$ cat config.mk
export PLATFORM = sky130hd
export DESIGN_NAME = op_centric_queue_arbiter_flat
export DESIGN_NICKNAME = d
export VERILOG_FILES = /design/src/rtl/op_centric_queue_arbiter_if.sv /design/src/rtl/op_centric_queue_arbiter.sv /design/src/flat_wrapper.sv
export SDC_FILE = /design/constraint.sdc
export NUM_CORES = 1
export LEC_CHECK = 0
export CELL_PAD_IN_SITES_DETAIL_PLACEMENT = 0
export CELL_PAD_IN_SITES_GLOBAL_PLACEMENT = 2
export CORE_MARGIN = 2
export CORE_UTILIZATION = 24
export CTS_BUF_LIST = sky130_fd_sc_hd__clkbuf_8 sky130_fd_sc_hd__clkbuf_16
export DETAILED_ROUTE_END_ITERATION = 16
export PLACE_DENSITY = 0.85
export RECOVER_POWER = 25
export SLEW_MARGIN = 20
export SYNTH_ARGS = -nofsm -noshare
export SYNTH_HDL_FRONTEND = slang
export SYNTH_SLANG_ARGS = --single-unit
export TNS_END_PERCENT = 5
$ cat constraint.sdc
create_clock -name clk -period 3.92 [get_ports clk]
set_input_delay 0.588 -clock clk [delete_from_list [all_inputs] [get_ports clk]]
set_output_delay 0.588 -clock clk [all_outputs]
set_load 0.005 [all_outputs]
$ cat src/rtl/op_centric_queue_arbiter_if.sv
// Requester-side req/gnt/resp bundle plus the queue push_back/pop_front handshake.
// master = the arbiter; slave = the producers, consumers and queue around it.
interface op_centric_queue_arbiter_if #(
    parameter int p_num_reqs = 4,
    parameter int p_bitwidth = 32
);
    logic [p_num_reqs-1:0]            push_req;
    logic [p_num_reqs*p_bitwidth-1:0] push_data;
    logic [p_num_reqs-1:0]            push_gnt;
    logic [p_num_reqs-1:0]            pop_req;
    logic [p_num_reqs-1:0]            pop_gnt;
    logic [p_num_reqs-1:0]            pop_resp_val;
    logic [p_bitwidth-1:0]            pop_resp_data;
    logic                             q_push_back_en;
    logic                             q_push_back_rdy;
    logic [p_bitwidth-1:0]            q_push_back_data;
    logic                             q_pop_front_en;
    logic                             q_pop_front_rdy;
    logic [p_bitwidth-1:0]            q_pop_front_data;

    modport master (
        input  push_req, push_data, pop_req,
        input  q_push_back_rdy, q_pop_front_rdy, q_pop_front_data,
        output push_gnt, pop_gnt, pop_resp_val, pop_resp_data,
        output q_push_back_en, q_push_back_data, q_pop_front_en
    );

    modport slave (
        output push_req, push_data, pop_req,
        output q_push_back_rdy, q_pop_front_rdy, q_pop_front_data,
        input  push_gnt, pop_gnt, pop_resp_val, pop_resp_data,
        input  q_push_back_en, q_push_back_data, q_pop_front_en
    );
endinterface

$ cat src/rtl/op_centric_queue_arbiter.sv
// Round-robin push/pop arbiter for one queue: push grant 1 cycle after the deciding edge,
// pop grant +1 / response +3; a path makes no grant while the queue's matching rdy is low.
module op_centric_queue_arbiter #(
    parameter int p_num_reqs = 4,
    parameter int p_bitwidth = 32
) (
    input  logic clk,
    input  logic rst,
    op_centric_queue_arbiter_if.master bus
);
    localparam int PW = (p_num_reqs > 1) ? $clog2(p_num_reqs) : 1;
    typedef logic [PW-1:0] idx_t;

    typedef enum logic {
        PS_IDLE = 1'b0,
        PS_PUSH = 1'b1
    } push_state_t;

    typedef enum logic [1:0] {
        OS_IDLE = 2'd0,
        OS_POP  = 2'd1,
        OS_CAPT = 2'd2,
        OS_RESP = 2'd3
    } pop_state_t;

    // First asserted request at or after ptr, wrapping.
    function automatic idx_t rr_pick(input logic [p_num_reqs-1:0] req, input idx_t ptr);
        idx_t win;
        logic found;
        int   idx;
        win   = '0;
        found = 1'b0;
        for (int off = 0; off < p_num_reqs; off++) begin
            idx = int'(ptr) + off;
            if (idx >= p_num_reqs) idx = idx - p_num_reqs;
            if (!found && req[idx]) begin
                win   = idx_t'(idx);
                found = 1'b1;
            end
        end
        return win;
    endfunction

    function automatic idx_t rr_next(input idx_t win);
        return (int'(win) == p_num_reqs - 1) ? '0 : win + idx_t'(1);
    endfunction

    // ---------------- push path ----------------
    push_state_t push_state, push_state_nxt;
    idx_t        push_ptr, push_win, push_pick;
    logic        push_take;

    always_comb begin
        push_pick      = rr_pick(bus.push_req, push_ptr);
        push_take      = 1'b0;
        push_state_nxt = push_state;
        case (push_state)
            PS_IDLE: begin
                if (|bus.push_req && bus.q_push_back_rdy) begin
                    push_take      = 1'b1;
                    push_state_nxt = PS_PUSH;
                end
            end
            PS_PUSH: push_state_nxt = PS_IDLE;
            default: push_state_nxt = PS_IDLE;
        endcase
    end

    always_ff @(posedge clk or negedge rst) begin
        if (!rst) push_state <= PS_IDLE;
        else      push_state <= push_state_nxt;
    end

    always_ff @(posedge clk or negedge rst) begin
        if (!rst) begin
            push_ptr             <= '0;
            push_win             <= '0;
            bus.q_push_back_data <= '0;
        end else if (push_take) begin
            push_ptr             <= rr_next(push_pick);
            push_win             <= push_pick;
            bus.q_push_back_data <= bus.push_data[int'(push_pick)*p_bitwidth +: p_bitwidth];
        end
    end

    always_comb begin
        bus.push_gnt       = '0;
        bus.q_push_back_en = (push_state == PS_PUSH);
        if (push_state == PS_PUSH) bus.push_gnt[push_win] = 1'b1;
    end

    // ---------------- pop path ----------------
    pop_state_t pop_state, pop_state_nxt;
    idx_t       pop_ptr, pop_win, pop_pick;
    logic       pop_take;

    always_comb begin
        pop_pick      = rr_pick(bus.pop_req, pop_ptr);
        pop_take      = 1'b0;
        pop_state_nxt = pop_state;
        case (pop_state)
            OS_IDLE: begin
                if (|bus.pop_req && bus.q_pop_front_rdy) begin
                    pop_take      = 1'b1;
                    pop_state_nxt = OS_POP;
                end
            end
            OS_POP:  pop_state_nxt = OS_CAPT;
            OS_CAPT: pop_state_nxt = OS_RESP;
            OS_RESP: pop_state_nxt = OS_IDLE;
            default: pop_state_nxt = OS_IDLE;
        endcase
    end

    always_ff @(posedge clk or negedge rst) begin
        if (!rst) pop_state <= OS_IDLE;
        else      pop_state <= pop_state_nxt;
    end

    // The queue presents popped data the cycle after it sees pop_front_en.
    always_ff @(posedge clk or negedge rst) begin
        if (!rst) begin
            pop_ptr           <= '0;
            pop_win           <= '0;
            bus.pop_resp_data <= '0;
        end else begin
            if (pop_take) begin
                pop_ptr <= rr_next(pop_pick);
                pop_win <= pop_pick;
            end
            if (pop_state == OS_CAPT) bus.pop_resp_data <= bus.q_pop_front_data;
        end
    end

    always_comb begin
        bus.pop_gnt        = '0;
        bus.pop_resp_val   = '0;
        bus.q_pop_front_en = (pop_state == OS_POP);
        if (pop_state == OS_POP)  bus.pop_gnt[pop_win]      = 1'b1;
        if (pop_state == OS_RESP) bus.pop_resp_val[pop_win] = 1'b1;
    end
endmodule

$ cat src/flat_wrapper.sv
// flat-port wrapper written by rule: the top's interface ports become plain ports
module op_centric_queue_arbiter_flat 
#(
    parameter int p_num_reqs = 4,
    parameter int p_bitwidth = 32
)
  (clk, rst, bus_push_req, bus_push_data, bus_pop_req, bus_q_push_back_rdy, bus_q_pop_front_rdy, bus_q_pop_front_data, bus_push_gnt, bus_pop_gnt, bus_pop_resp_val, bus_pop_resp_data, bus_q_push_back_en, bus_q_push_back_data, bus_q_pop_front_en);
  op_centric_queue_arbiter_if #(.p_num_reqs(p_num_reqs), .p_bitwidth(p_bitwidth)) bus_i ();
  input  logic clk;
  input  logic rst;
  input wire logic [$bits(bus_i.push_req)-1:0] bus_push_req;
  input wire logic [$bits(bus_i.push_data)-1:0] bus_push_data;
  input wire logic [$bits(bus_i.pop_req)-1:0] bus_pop_req;
  input wire logic [$bits(bus_i.q_push_back_rdy)-1:0] bus_q_push_back_rdy;
  input wire logic [$bits(bus_i.q_pop_front_rdy)-1:0] bus_q_pop_front_rdy;
  input wire logic [$bits(bus_i.q_pop_front_data)-1:0] bus_q_pop_front_data;
  output wire logic [$bits(bus_i.push_gnt)-1:0] bus_push_gnt;
  output wire logic [$bits(bus_i.pop_gnt)-1:0] bus_pop_gnt;
  output wire logic [$bits(bus_i.pop_resp_val)-1:0] bus_pop_resp_val;
  output wire logic [$bits(bus_i.pop_resp_data)-1:0] bus_pop_resp_data;
  output wire logic [$bits(bus_i.q_push_back_en)-1:0] bus_q_push_back_en;
  output wire logic [$bits(bus_i.q_push_back_data)-1:0] bus_q_push_back_data;
  output wire logic [$bits(bus_i.q_pop_front_en)-1:0] bus_q_pop_front_en;
  assign bus_i.push_req = bus_push_req;
  assign bus_i.push_data = bus_push_data;
  assign bus_i.pop_req = bus_pop_req;
  assign bus_i.q_push_back_rdy = bus_q_push_back_rdy;
  assign bus_i.q_pop_front_rdy = bus_q_pop_front_rdy;
  assign bus_i.q_pop_front_data = bus_q_pop_front_data;
  assign bus_push_gnt = bus_i.push_gnt;
  assign bus_pop_gnt = bus_i.pop_gnt;
  assign bus_pop_resp_val = bus_i.pop_resp_val;
  assign bus_pop_resp_data = bus_i.pop_resp_data;
  assign bus_q_push_back_en = bus_i.q_push_back_en;
  assign bus_q_push_back_data = bus_i.q_push_back_data;
  assign bus_q_pop_front_en = bus_i.q_pop_front_en;
  op_centric_queue_arbiter #(.p_num_reqs(p_num_reqs), .p_bitwidth(p_bitwidth)) u_core (.clk(clk), .rst(rst), .bus(bus_i));
endmodule
==> impl_results.md <==
- Met2 usage: 0.263
- Status: finished, violations left
- Fmax: 389 MHz
- H-tree depth: 3
- IO buf count: 249
- CP Cell Sequence: clkdlybuf4s50_1 -> nand2b_1 -> a211o_1 -> o21ai_1 -> or2_2 -> buf_4 -> o221ai_2
- Crit path DAT: 2.77 ns
- CP max stage delay: 0.56 ns
- Clock Skews: 0.00844 ns
- Worst-Margin Slew: 1.97 ns
- Flop-to-flop setup slack: 1.69 ns
- Distinct cells, synth: 33
- CP top delay family: buffers and inverters
- Setup WS pre-CTS: 0.984 ns
- Largest net degree at the start of global routing: 76
- Crit path from: bus_push_req[3]
- Dpl cells: 786
- Final hold slack: 0.485 ns
- Reg-to-Reg Start: u_core.push_ptr[0]$_DFFE_PN0P_
- Top post-synthesis cells by count: dfrtp_1, mux2i_1, nand2_1
- Failing checks: capacitance limit, slew limit
- Critical Path RT: 4.12 ns
- R2R cell count: 6
- Routed vias: 3,602
- Number of synthesized flops with an enable pin: 0
- Worst Setup End Kind: register
- Setup crit end: u_core.bus.q_push_back_data[2]$_DFFE_PN0P_
- Final instance area: 0.00703 sq mm
- Peak VDD IR: 239 uV
- Drt total wl: 13,900 um
- Global router's overall resource usage: 0.151
- Most common cell in the netlist: dfrtp_1
- Crit path max fanout: 19
- Initial antenna violation count: 0
- Post-Layout Cell Count: 802
- Synth top area share: 0.460
- CTS max path bufs: 2
- Yosys top cell by area: dfrtp_1
- Critical Path Source Type: input port
- Tmin final: 2.57 ns
- Via-per-instance ratio: 4.49
- Slew headroom: -0.316
- Area Overhead vs Synth: 72.3%
- Synth top area cells: dfrtp_1, mux2i_1, mux2_2, o221ai_2, nand2_1
- Die Span Y: 134 um
- Period utilisation layout: 0.656
- Vias in the first global route: 3,789
- Max-cap viol count: 1
- Post-route ant nets: 0
- Max-slew violation count: 76
- Worst path depth: 7
- Ant. Diodes: 0
- Syn nets: 507
- GR Util met1: 0.176
- Layout cell share with drive strength beyond 1: 0.155
- Crit path kind: in2reg
- Clock latency on the worst-skew pair: 0.34 ns
- Placed cell areas: 0.00677 sq mm
- Fin. Hold Viols: 0
- Syn Area/Cell: 12.4 sq um
- Met3 Use GR: 0.0291
- Clock Sink Count: 75
- Avg WL per Cell: 17.4 um
- Drt drc: 0
- Top_reg_cell synth: dfrtp_1
- Core area: 0.0166 sq mm
- Clock transition at the registers of the reported paths: 0.05 ns
- Power per Cell Area: 591 mW/mm^2
- Synth Cell Area: 0.00408 sq mm
- Die area: 0.0181 sq mm
- CTS Buf Count: 9
- Drt pass-1 iters: 4
- Initial core utilization: 0.246
- GPL Wtd Cong: 0.796
- Nets: 754
- Hold Path Class: reg2reg
- Initial DRC count: 99
- Yosys reg bits: 75
- Grt total ovfl: 0
- First-pass GRT wire length: 20,800 um
- Worst path bufs/invs: 2
- Gates resized, CTS repair: 0
- Slowest cell on crit path: or2_2
- R2r endpoint: u_core.bus.q_push_back_data[2]$_DFFE_PN0P_
- I/O Pins: 250
- Post-DP HPWL: 10,700 um
- Leak: 2.95 nW
- Warnings from Yosys: 0
- Final worst slack: 1.35 ns
- Overall die width: 134 um
- Gate count of the mapped netlist: 330
- CTS Hold Bufs: 0
- # setup viols final: 0
- Global route hottest layer: met2
- Row cnt: 47
- Root cell of the clock tree: clkbuf_16
- Post-synth ARST share: 1.00
- CTS tree: built
- Post-route setup TNS: 0 ns
- Register area share after synthesis: 0.460
- RSZ-0062 raised after global routing: false
- Setup Fix Bufs, Post-CTS: 0
- Hold depth: 2
power by group:
group / internal [mW] / switching, mW / leakage, nW
clock: 0.426 / 0.337 / 0.135
combinational: 1.28 / 0.769 / 1.91
sequential: 1.13 / 0.224 / 0.904
state kept, by name, indices dropped and copies added, names as in the netlist:
signal and count:
u_core.bus.pop_resp_data 32, u_core.bus.q_push_back_data 32, u_core.pop_ptr 2, u_core.pop_state 2, u_core.pop_win 2, u_core.push_ptr 2
u_core.push_win 2, u_core.bus.q_push_back_en 1
worst min path at each step:
| stage | endpoint | from | slack (ns) |
|---|---|---|---|
| 2_1_floorplan | u_core.bus.pop_resp_data[0]$_DFFE_PN0P_ | rst | 0.29 |
| 3_3_place_gp | u_core.bus.q_push_back_data[13]$_DFFE_PN0P_ | u_core.bus.q_push_back_data[13]$_DFFE_PN0P_ | 0.47 |
| 3_5_place_dp | u_core.bus.q_push_back_data[9]$_DFFE_PN0P_ | u_core.bus.q_push_back_data[9]$_DFFE_PN0P_ | 0.47 |
| 4_1_cts | u_core.bus.q_push_back_data[15]$_DFFE_PN0P_ | rst | 0.46 |
| 5_1_grt | u_core.bus.pop_resp_data[22]$_DFFE_PN0P_ | u_core.bus.pop_resp_data[22]$_DFFE_PN0P_ | 0.51 |
| 6_report | u_core.bus.q_push_back_data[13]$_DFFE_PN0P_ | u_core.bus.q_push_back_data[13]$_DFFE_PN0P_ | 0.49 |
cells in the final DEF (no fill, tap or decap), types with 2 or more instances in the layout:
cell type / n
clkbuf_16: 9
ha_1: 5
nand2b_1: 2
buf_4: 7
clkdlybuf4s50_1: 248
nor2_1: 8
o221ai_2: 25
mux2i_1: 65
nand2_1: 45
buf_12: 2
o31ai_1: 2
and3b_1: 5
dfrtp_1: 75
o21ai_1: 2
inv_1: 6
clkinv_2: 4
o221ai_1: 7
a21oi_1: 6
and3_1: 3
clkinv_4: 2
nor3b_1: 4
o22ai_1: 2
mux2_2: 35
logic make-up (layout without fill, tap and decap cells):
kind of cell,Yosys count,in the layout,share of synthesized area
and+or+nand+nor,71,71,0.0803
adders and majority gates,5,5,0.0153
buffers and inverters,29,281,0.0518
AOI/OAI and AO/OA,49,49,0.135
xor gates and xnor gates,1,1,0.00215
muxes,100,100,0.256
DFF,75,75,0.460
final cells by class:
class / instances / area, sq um
timing repair buffer: 258 / 2580
multi-input combinational: 226 / 2000
clock buffer: 9 / 225
sequential: 75 / 1880
inverter: 7 / 26.3
clock inverter: 7 / 45.0
fill: 1557 / 9550
tap: 220 / 275
metal layers:
| metal | vias to the layer above | part of all wire |
|---|---|---|
| met1 | 1753 | 0.39 |
| met5 | - | 0 |
| met3 | 27 | 0.051 |
| met4 | 0 | 0.036 |
| met2 | 115 | 0.53 |
| li1 | 1707 | - |
worst register-to-register path, stage by stage, from the launching register on:
cell      delay [ns]
dfrtp_1         0.42
nor3b_1         0.16
a211o_1         0.26
o21ai_1         0.17
or2_2           0.56
buf_4           0.39
o221ai_2        0.14
per-stage QoR:
stage	utilization	total power [mW]
2_1_floorplan	-	2.36
4_1_cts	0.424	4.23
5_1_grt	0.424	4.43
3_3_place_gp	0.408	3.38
3_5_place_dp	0.408	3.43
6_report	0.424	4.16
No activity file was read; power rests on OpenSTA's default activity.
